--- config.mk ---
export PLATFORM = sky130hd
export DESIGN_NAME = rem_seq
export DESIGN_NICKNAME = d
export VERILOG_FILES = /design/src/rtl/rem_seq.sv
export SDC_FILE = /design/constraint.sdc
export NUM_CORES = 1
export LEC_CHECK = 0
export CELL_PAD_IN_SITES_DETAIL_PLACEMENT = 1
export CELL_PAD_IN_SITES_GLOBAL_PLACEMENT = 2
export CORE_MARGIN = 2
export CORE_UTILIZATION = 31
export CTS_CLUSTER_DIAMETER = 150
export DETAILED_ROUTE_END_ITERATION = 10
export PLACE_DENSITY_LB_ADDON = 0.1
export SYNTH_ARGS = -nofsm -noshare
export SYNTH_HDL_FRONTEND = slang
export SYNTH_SLANG_ARGS = --single-unit
--- constraint.sdc ---
create_clock -name clk -period 1.7 [get_ports clk]
set_input_delay 0.34 -clock clk [delete_from_list [all_inputs] [get_ports clk]]
set_output_delay 0.34 -clock clk [all_outputs]
set_load 0.1 [all_outputs]
--- src/rtl/rem_seq.sv ---
// Purpose: iterative signed remainder (truncating, result takes the sign of A) with DZF/SF/ZF flags.
// Latency: done pulses W+3 cycles after start is accepted (2 cycles when B == 0); one op per W+4 cycles.
// Backpressure: none queued; start is only sampled in IDLE and ignored while busy (incl. the done cycle).
//
// Ports:
//   clk, rst_n  - rising-edge clock, asynchronous active-low reset
//   start       - operation request, accepted only when idle
//   A, B        - signed W-bit dividend / divisor, captured on the accept cycle
//   busy        - high whenever an operation is in flight (state != IDLE)
//   done        - one-cycle pulse; R and flags are valid from this cycle onward
//   R           - signed remainder, sign-extended to RW bits
//   DZF/SF/ZF   - divide-by-zero, sign (R msb) and zero (R == 0, no DZF) flags
module rem_seq #(
    parameter int W  = 3,
    parameter int RW = W + 2
) (
    input  logic          clk,
    input  logic          rst_n,
    input  logic          start,
    input  logic [W-1:0]  A,
    input  logic [W-1:0]  B,
    output logic          busy,
    output logic          done,
    output logic [RW-1:0] R,
    output logic          DZF,
    output logic          SF,
    output logic          ZF
);

    localparam int CW = $clog2(W);

    localparam logic [2:0] st_idle = 3'd0;
    localparam logic [2:0] st_prep = 3'd1;
    localparam logic [2:0] st_iter = 3'd2;
    localparam logic [2:0] st_fix  = 3'd3;
    localparam logic [2:0] st_done = 3'd4;

    logic [2:0]    state;
    logic [W-1:0]  a_lat;
    logic [W-1:0]  b_lat;
    logic          sign_a;
    // Dividend magnitude shifts out of the MSB while quotient bits enter at
    // the LSB, so after the last step this register holds |A| / |B|.
    logic [W-1:0]  dvd_quo;
    logic [W-1:0]  b_mag;
    // Stored partial remainder is always < |B| <= 2^(W-1), so W bits suffice;
    // the working value during a step is the W+1-bit shifted copy below.
    logic [W-1:0]  prem;
    logic [CW-1:0] cnt;
    logic [RW-1:0] r_q;
    logic          dzf_q;
    logic          sf_q;
    logic          zf_q;

    logic [W:0]    shifted;
    logic          fits;
    logic [W-1:0]  diff;
    logic [RW-1:0] rem_ext;
    logic [RW-1:0] rem_signed;

    always_comb begin
        shifted    = {prem, dvd_quo[W-1]};
        fits       = (shifted >= {1'b0, b_mag});
        // Only consumed when fits, where the true difference is < |B| and
        // therefore exact in W bits.
        diff       = shifted[W-1:0] - b_mag;
        rem_ext    = RW'(prem);
        rem_signed = sign_a ? (RW'(0) - rem_ext) : rem_ext;
    end

    always_ff @(posedge clk or negedge rst_n) begin
        if (!rst_n) begin
            state   <= st_idle;
            a_lat   <= '0;
            b_lat   <= '0;
            sign_a  <= 1'b0;
            dvd_quo <= '0;
            b_mag   <= '0;
            prem    <= '0;
            cnt     <= '0;
            r_q     <= '0;
            dzf_q   <= 1'b0;
            sf_q    <= 1'b0;
            zf_q    <= 1'b0;
        end else begin
            case (state)
                st_idle: begin
                    if (start) begin
                        a_lat  <= A;
                        b_lat  <= B;
                        sign_a <= A[W-1];
                        state  <= st_prep;
                    end
                end
                st_prep: begin
                    // The most negative input negates to itself, whose
                    // unsigned reading is exactly 2^(W-1).
                    dvd_quo <= a_lat[W-1] ? (-a_lat) : a_lat;
                    b_mag   <= b_lat[W-1] ? (-b_lat) : b_lat;
                    prem    <= '0;
                    cnt     <= CW'(W - 1);
                    if (b_lat == '0) begin
                        r_q   <= '0;
                        dzf_q <= 1'b1;
                        sf_q  <= 1'b0;
                        zf_q  <= 1'b0;
                        state <= st_done;
                    end else begin
                        state <= st_iter;
                    end
                end
                st_iter: begin
                    prem    <= fits ? diff : shifted[W-1:0];
                    dvd_quo <= {dvd_quo[W-2:0], fits};
                    if (cnt == '0) begin
                        state <= st_fix;
                    end else begin
                        cnt <= cnt - CW'(1);
                    end
                end
                st_fix: begin
                    r_q   <= rem_signed;
                    dzf_q <= 1'b0;
                    sf_q  <= rem_signed[RW-1];
                    zf_q  <= (prem == '0);
                    state <= st_done;
                end
                st_done: begin
                    state <= st_idle;
                end
                default: begin
                    state <= st_idle;
                end
            endcase
        end
    end

    assign busy = (state != st_idle);
    assign done = (state == st_done);
    assign R    = r_q;
    assign DZF  = dzf_q;
    assign SF   = sf_q;
    assign ZF   = zf_q;

endmodule

==> run metrics, run 1 <==
status finished with violations; failing checks setup timing; insertion delay to the later sink of the worst-skew pair 0.28 ns; Area contributors post-synth dfrtp_1 (48%), ha_1 (7.3%), mux2i_1 (4.4%), inv_1 (3.8%), o21ai_0 (3.3%); largest net degree at the start of global routing 27; Final Skew 0.00273 ns; critical path class flip-flop to flip-flop; Final WS setup -0.120 ns; fin util 44.9%; leading area contributor after synthesis dfrtp_1; IO Count 19; Critical Path Start Type flip-flop; Non-Filler Instances 216; via-per-instance ratio 4.86; hold bufs inserted after CTS 0; Worst Tran Pin Value 0.464 ns; HP Class input pin to async pin; grt total ovfl 0; # setup viols final 5; initial DRC count 28; H-tree levels 1; area delta synth->final 41.0%; Crit Path Max Fanout 5; Max Buffers Root-to-Sink 2; post-route ant nets 0; Final nets 184; PortBufs 18; first-pass iteration count of the detailed router 3; Tcrit/Tclk final 107%; max-cap viol count 0; CTS buffer count 3; synthesized area per cell 10.8 um^2; DRC 0; Ant. Diodes 0; CTS Root Cell clkbuf_8; Final Hold Fails 0; Placement Rows 24; design area 0.00193 mm^2; async set or reset register ratio after synthesis 100%; Final Max Tran Viols 0; Sink Count 26; part of the Yosys area used for sequential elements 47.6%; via count 1049; setup TNS -0.301 ns; RSZ-0062 raised after global routing true; chip width 70.4 um; WL/cell 15.3 um; R2R Path Start dvd_quo[2]; Cells after DPL 205; CP Data Arrival Time 2.04 ns; EDFF count, synth 0; Synth top area share 47.6%; vias in the first global route 1179; fmax 549 MHz; global-route wire length before repair 5.84 mm; Initial Util 31.8%; synth warn 0; Die ar. 0.00495 mm^2; initial antenna violation count 0; Unique masters post-synth 35; type of destination of the critical path flip-flop; Worst R2R Path Depth 7; flops & latches, synth 26; Final Critical Period 1.82 ns; slew margin rel. 68.9%; syn nets 145; TritonCTS clock tree yes; Die Ht 70.4 um; Syn Inst Count 127; Crit. Startpoint dvd_quo[2]; DP Area 0.00180 mm^2; Synth Cell Area 0.00137 mm^2; ys flop type dfrtp_1; Routability Congestion 0.828; proportion of layout cells with a drive suffix above 1 32.9%; Core Box Area 0.00429 mm^2; clock transition at the registers of the reported paths 0.09 ns; drt total wl 3.31 mm; HPWL Detailed 2.46 mm; CP required 1.92 ns; Tot GR Track Use 15.3%
## cell usage after synthesis, types with 2 or more instances
library cell,n
nor3b_1,3
nor2_1,3
nor3_1,3
o21ai_0,9
nor2b_1,2
dfrtp_1,26
mux2_2,3
buf_6,2
inv_1,14
ha_1,8
o211ai_1,2
a22o_1,3
nand3_1,7
or4_1,2
buf_4,3
o2bb2ai_1,3
o31ai_1,3
clkbuf_1,2
nand2_1,8
mux2i_1,6
## flip-flops by register name (all words and copies together), names as in the netlist
| register | count |
|---|---|
| DZF | 1 |
| R | 4 |
| ZF | 1 |
| a_lat | 3 |
| b_lat | 3 |
| b_mag | 3 |
| cnt | 2 |
| dvd_quo | 3 |
| prem | 3 |
| state | 3 |
## cell type report
type / count / area [um^2]
Clock buffer: 3 / 41.3
Fill cell: 481 / 2370
Inverter: 14 / 52.6
Multi-Input combinational cell: 79 / 646
Sequential cell: 26 / 654
Tap cell: 52 / 65.1
Timing Repair Buffer: 42 / 468
## path summary, 6_finish.rpt
path                            slack, ns  endpoint
worst max-delay path                -0.12   prem[0]
worst min-delay path                 0.43       DZF
worst max register to register      -0.12   prem[0]
worst min register to register       0.49    cnt[0]
max in group asynchronous            0.99  state[0]
min in group clk                     0.49    cnt[0]
## per-stage QoR
| stage | hold WS, ns | setup WS (ns) |
|---|---|---|
| 2_1_floorplan | 0.0444 | -0.109 |
| 3_3_place_gp | 0.462 | -0.125 |
| 3_5_place_dp | 0.479 | -0.147 |
| 4_1_cts | 0.444 | -0.116 |
| 5_1_grt | 0.462 | -0.208 |
| 6_report | 0.432 | -0.120 |
## layout by cell type, fill, tap and decap left out, types with 6 or more instances in the layout
cell	n
dfrtp_1	23
ha_1	7
inv_1	12
nand3_1	7
buf_12	10
mux2i_1	6
o21ai_0	8
clkdlybuf4s50_1	8
buf_4	22
nand2_1	8
## cell families after synthesis
family | count (synthesis) | synth area share [%]
buffers and inverters | 22 | 8.06
AOI/OAI and AO/OA | 25 | 12.5
xor gates and xnor gates | 1 | 0.641
muxes | 9 | 6.87
DFF | 26 | 47.6
and+or+nand+nor | 35 | 15.5
adders and majority gates | 9 | 8.79
## critical path, cell delays in order (launching register included)
cell	delay [ns]
dfrtp_1	0.39
inv_2	0.08
ha_4	0.13
inv_2	0.03
fa_2	0.33
a211o_1	0.31
or4_1	0.41
nand3_1	0.08
## timing repair
item                       CTS  global route
setup buffers                7             1
gates resized for setup      9             0
setup endpoints to repair    6             5
pin swaps                    5             2
## metal layers
metal | part of all wire [%] | vias to the layer above | GRT usage, %
met3 | 2.7 | 5 | 3.03
met2 | 48 | 14 | 25.4
met4 | 1.8 | 0 | 5.77
li1 | - | 515 | -
met5 | 0 | - | 0
met1 | 47 | 515 | 19.8
Power of run 1 is not shown: default switching activity piles up to over one toggle a cycle in this logic, so the estimate is an artifact.
==> inputs of run 2 (changes only) <==
Settings changed: SKIP_CTS_REPAIR_TIMING from default to 1.
==> run 2 against run 1 <==
  * The run still ends with setup timing left
  * First-iteration DRC count fell by 11%
  * Sequential share of layout area rose by 0.36 points
  * Clock skew rose by 0.00082 ns
  * Register-to-register slack barely moved
  * Die area did not move
  * Hold slack barely moved
  * Cell area fell by 1.0%
  * Largest cell class unchanged
==> run metrics, run 2 (synthesized netlist as in run 1, its figures left out) <==
R2R setup slack -0.12 ns (about the same); Initial Util 31.8% (unchanged); CP required 1.92 ns (about the same); RSZ-0062 raised after global routing true; RR Endpoint prem[0]; wl on met1 1.50 mm (-4.0%); Final WS setup -0.119 ns (+0.00167 ns); Non-Filler Instances 214 (-0.93%); worst hold slack 0.432 ns (+0.000499 ns); DRC 0 (unchanged); insertion delay to the later sink of the worst-skew pair 0.28 ns (about the same); slew margin rel. 68.9% (about the same); DP Area 0.00180 mm^2 (unchanged); most frequent cells in the layout dfrtp_1 (23), buf_4 (20), inv_1 (12); CP Data Arrival Time 2.04 ns (about the same); largest net degree at the start of global routing 27 (unchanged); Sink Count 26 (unchanged); WL/cell 15.1 um (-1.6%); fmax 550 MHz (about the same); Die Ht 70.4 um (unchanged); failing checks setup timing; post-route ant nets 0 (unchanged); Tot GR Track Use 14.8% (-0.55 points); Worst R2R Path Depth 7 (unchanged); Worst Tran Pin Value 0.464 ns (-0.000337 ns); Final Hold Fails 0 (unchanged); Placement Rows 24 (unchanged); type of destination of the critical path flip-flop; CTS Root Cell clkbuf_8; initial antenna violation count 0 (unchanged); top routing layer used met4; critical path class flip-flop to flip-flop; Tcrit/Tclk final 107% (about the same); Routability Congestion 0.828 (unchanged); IO Count 19 (unchanged); Critical Path Start Type flip-flop; TritonCTS clock tree yes; max incr delay on CP 0.40 ns (about the same); Die ar. 0.00495 mm^2 (unchanged); fin util 44.4% (-0.47 points); Crit Path Max Fanout 6 (+1); PortBufs 18 (unchanged); Ant. Diodes 0 (unchanged); Final Critical Period 1.82 ns (-0.00167 ns); most frequent cell on the critical path inv_2; Cells after DPL 205 (unchanged); status finished with violations; clock transition at the registers of the reported paths 0.09 ns (about the same); via count 1031 (-1.7%); CTS buffer count 3 (unchanged); WL met3 90 um (unchanged); HP Class input pin to async pin; design area 0.00191 mm^2 (-1.0%); WL met2 1.58 mm (-1.2%); CP Buf/Inv Count 2 (unchanged); first-pass iteration count of the detailed router 3 (unchanged); delay-heaviest family, CP simple AND/OR/NAND/NOR gates; Max Buffers Root-to-Sink 2 (unchanged); via-per-instance ratio 4.82 (-0.80%); H-tree levels 1 (unchanged); Final nets 182 (-1.1%); Final Max Tran Viols 0 (unchanged); max FFs per register 4 (unchanged); R2R Path Start dvd_quo[2]; vias in the first global route 1137 (-3.6%); # setup viols final 5 (unchanged); Core Box Area 0.00429 mm^2 (unchanged); Slowest-stage cell, CP or4_1; initial DRC count 25 (-11%); commonest non-fill, non-tap cell in the layout dfrtp_1; chip width 70.4 um (unchanged); grt total ovfl 0 (unchanged); Critical Path, Cell by Cell inv_2 -> ha_4 -> inv_2 -> fa_2 -> a211o_1 -> or4_1 -> nand3_1; drt total wl 3.23 mm (-2.5%); HPWL Detailed 2.46 mm (unchanged); proportion of layout cells with a drive suffix above 1 31.5% (-1.4 points); max-cap viol count 0 (unchanged); Final Skew 0.00355 ns (+0.000821 ns); global-route wire length before repair 5.62 mm (-3.9%); area delta synth->final 39.6%
run 2: worst reg2reg max path, cell delays in order (launching register included):
cell and delay (ns):
dfrtp_1 0.38, inv_2 0.07, ha_4 0.12, inv_2 0.03, fa_2 0.33, a211o_1 0.32, or4_1 0.40, nand3_1 0.09
run 2: worst max-delay path by stage:
stage | slack (ns) | cells past startpoint | end | startpoint
3_5_place_dp | -0.15 | 7 | prem[0] | dvd_quo[2]
6_report | -0.12 | 7 | prem[0] | dvd_quo[2]
2_1_floorplan | -0.11 | 7 | prem[1] | dvd_quo[2]
5_1_grt | -0.21 | 7 | prem[0] | dvd_quo[2]
3_3_place_gp | -0.13 | 7 | prem[0] | dvd_quo[2]
4_1_cts | -0.17 | 7 | prem[0] | dvd_quo[2]
run 2: layer usage:
layer  vias to the layer above  GRT usage [%]
li1                        513              -
met1                       499           19.0
met2                        14           24.3
met3                         5           3.03
met4                         0           5.77
met5                         -              0
run 2: area by class of cell:
type                       instances  area [um^2]
clock buffer                       3         41.3
fill                             486         2390
inverter                          14         52.6
multi-input combinational         79          641
sequential                        26          654
tap                               52         65.1
timing repair buffer              40          453
run 2: metrics by stage:
| stage | setup WS (ns) | TNS (ns) |
|---|---|---|
| 6_report | -0.119 | -0.316 |
| 5_1_grt | -0.211 | -0.706 |
| 4_1_cts | -0.170 | -0.749 |
| 3_5_place_dp | -0.147 | -0.479 |
| 3_3_place_gp | -0.125 | -0.366 |
| 2_1_floorplan | -0.109 | -0.245 |
Power of run 2 is left out for the same reason.
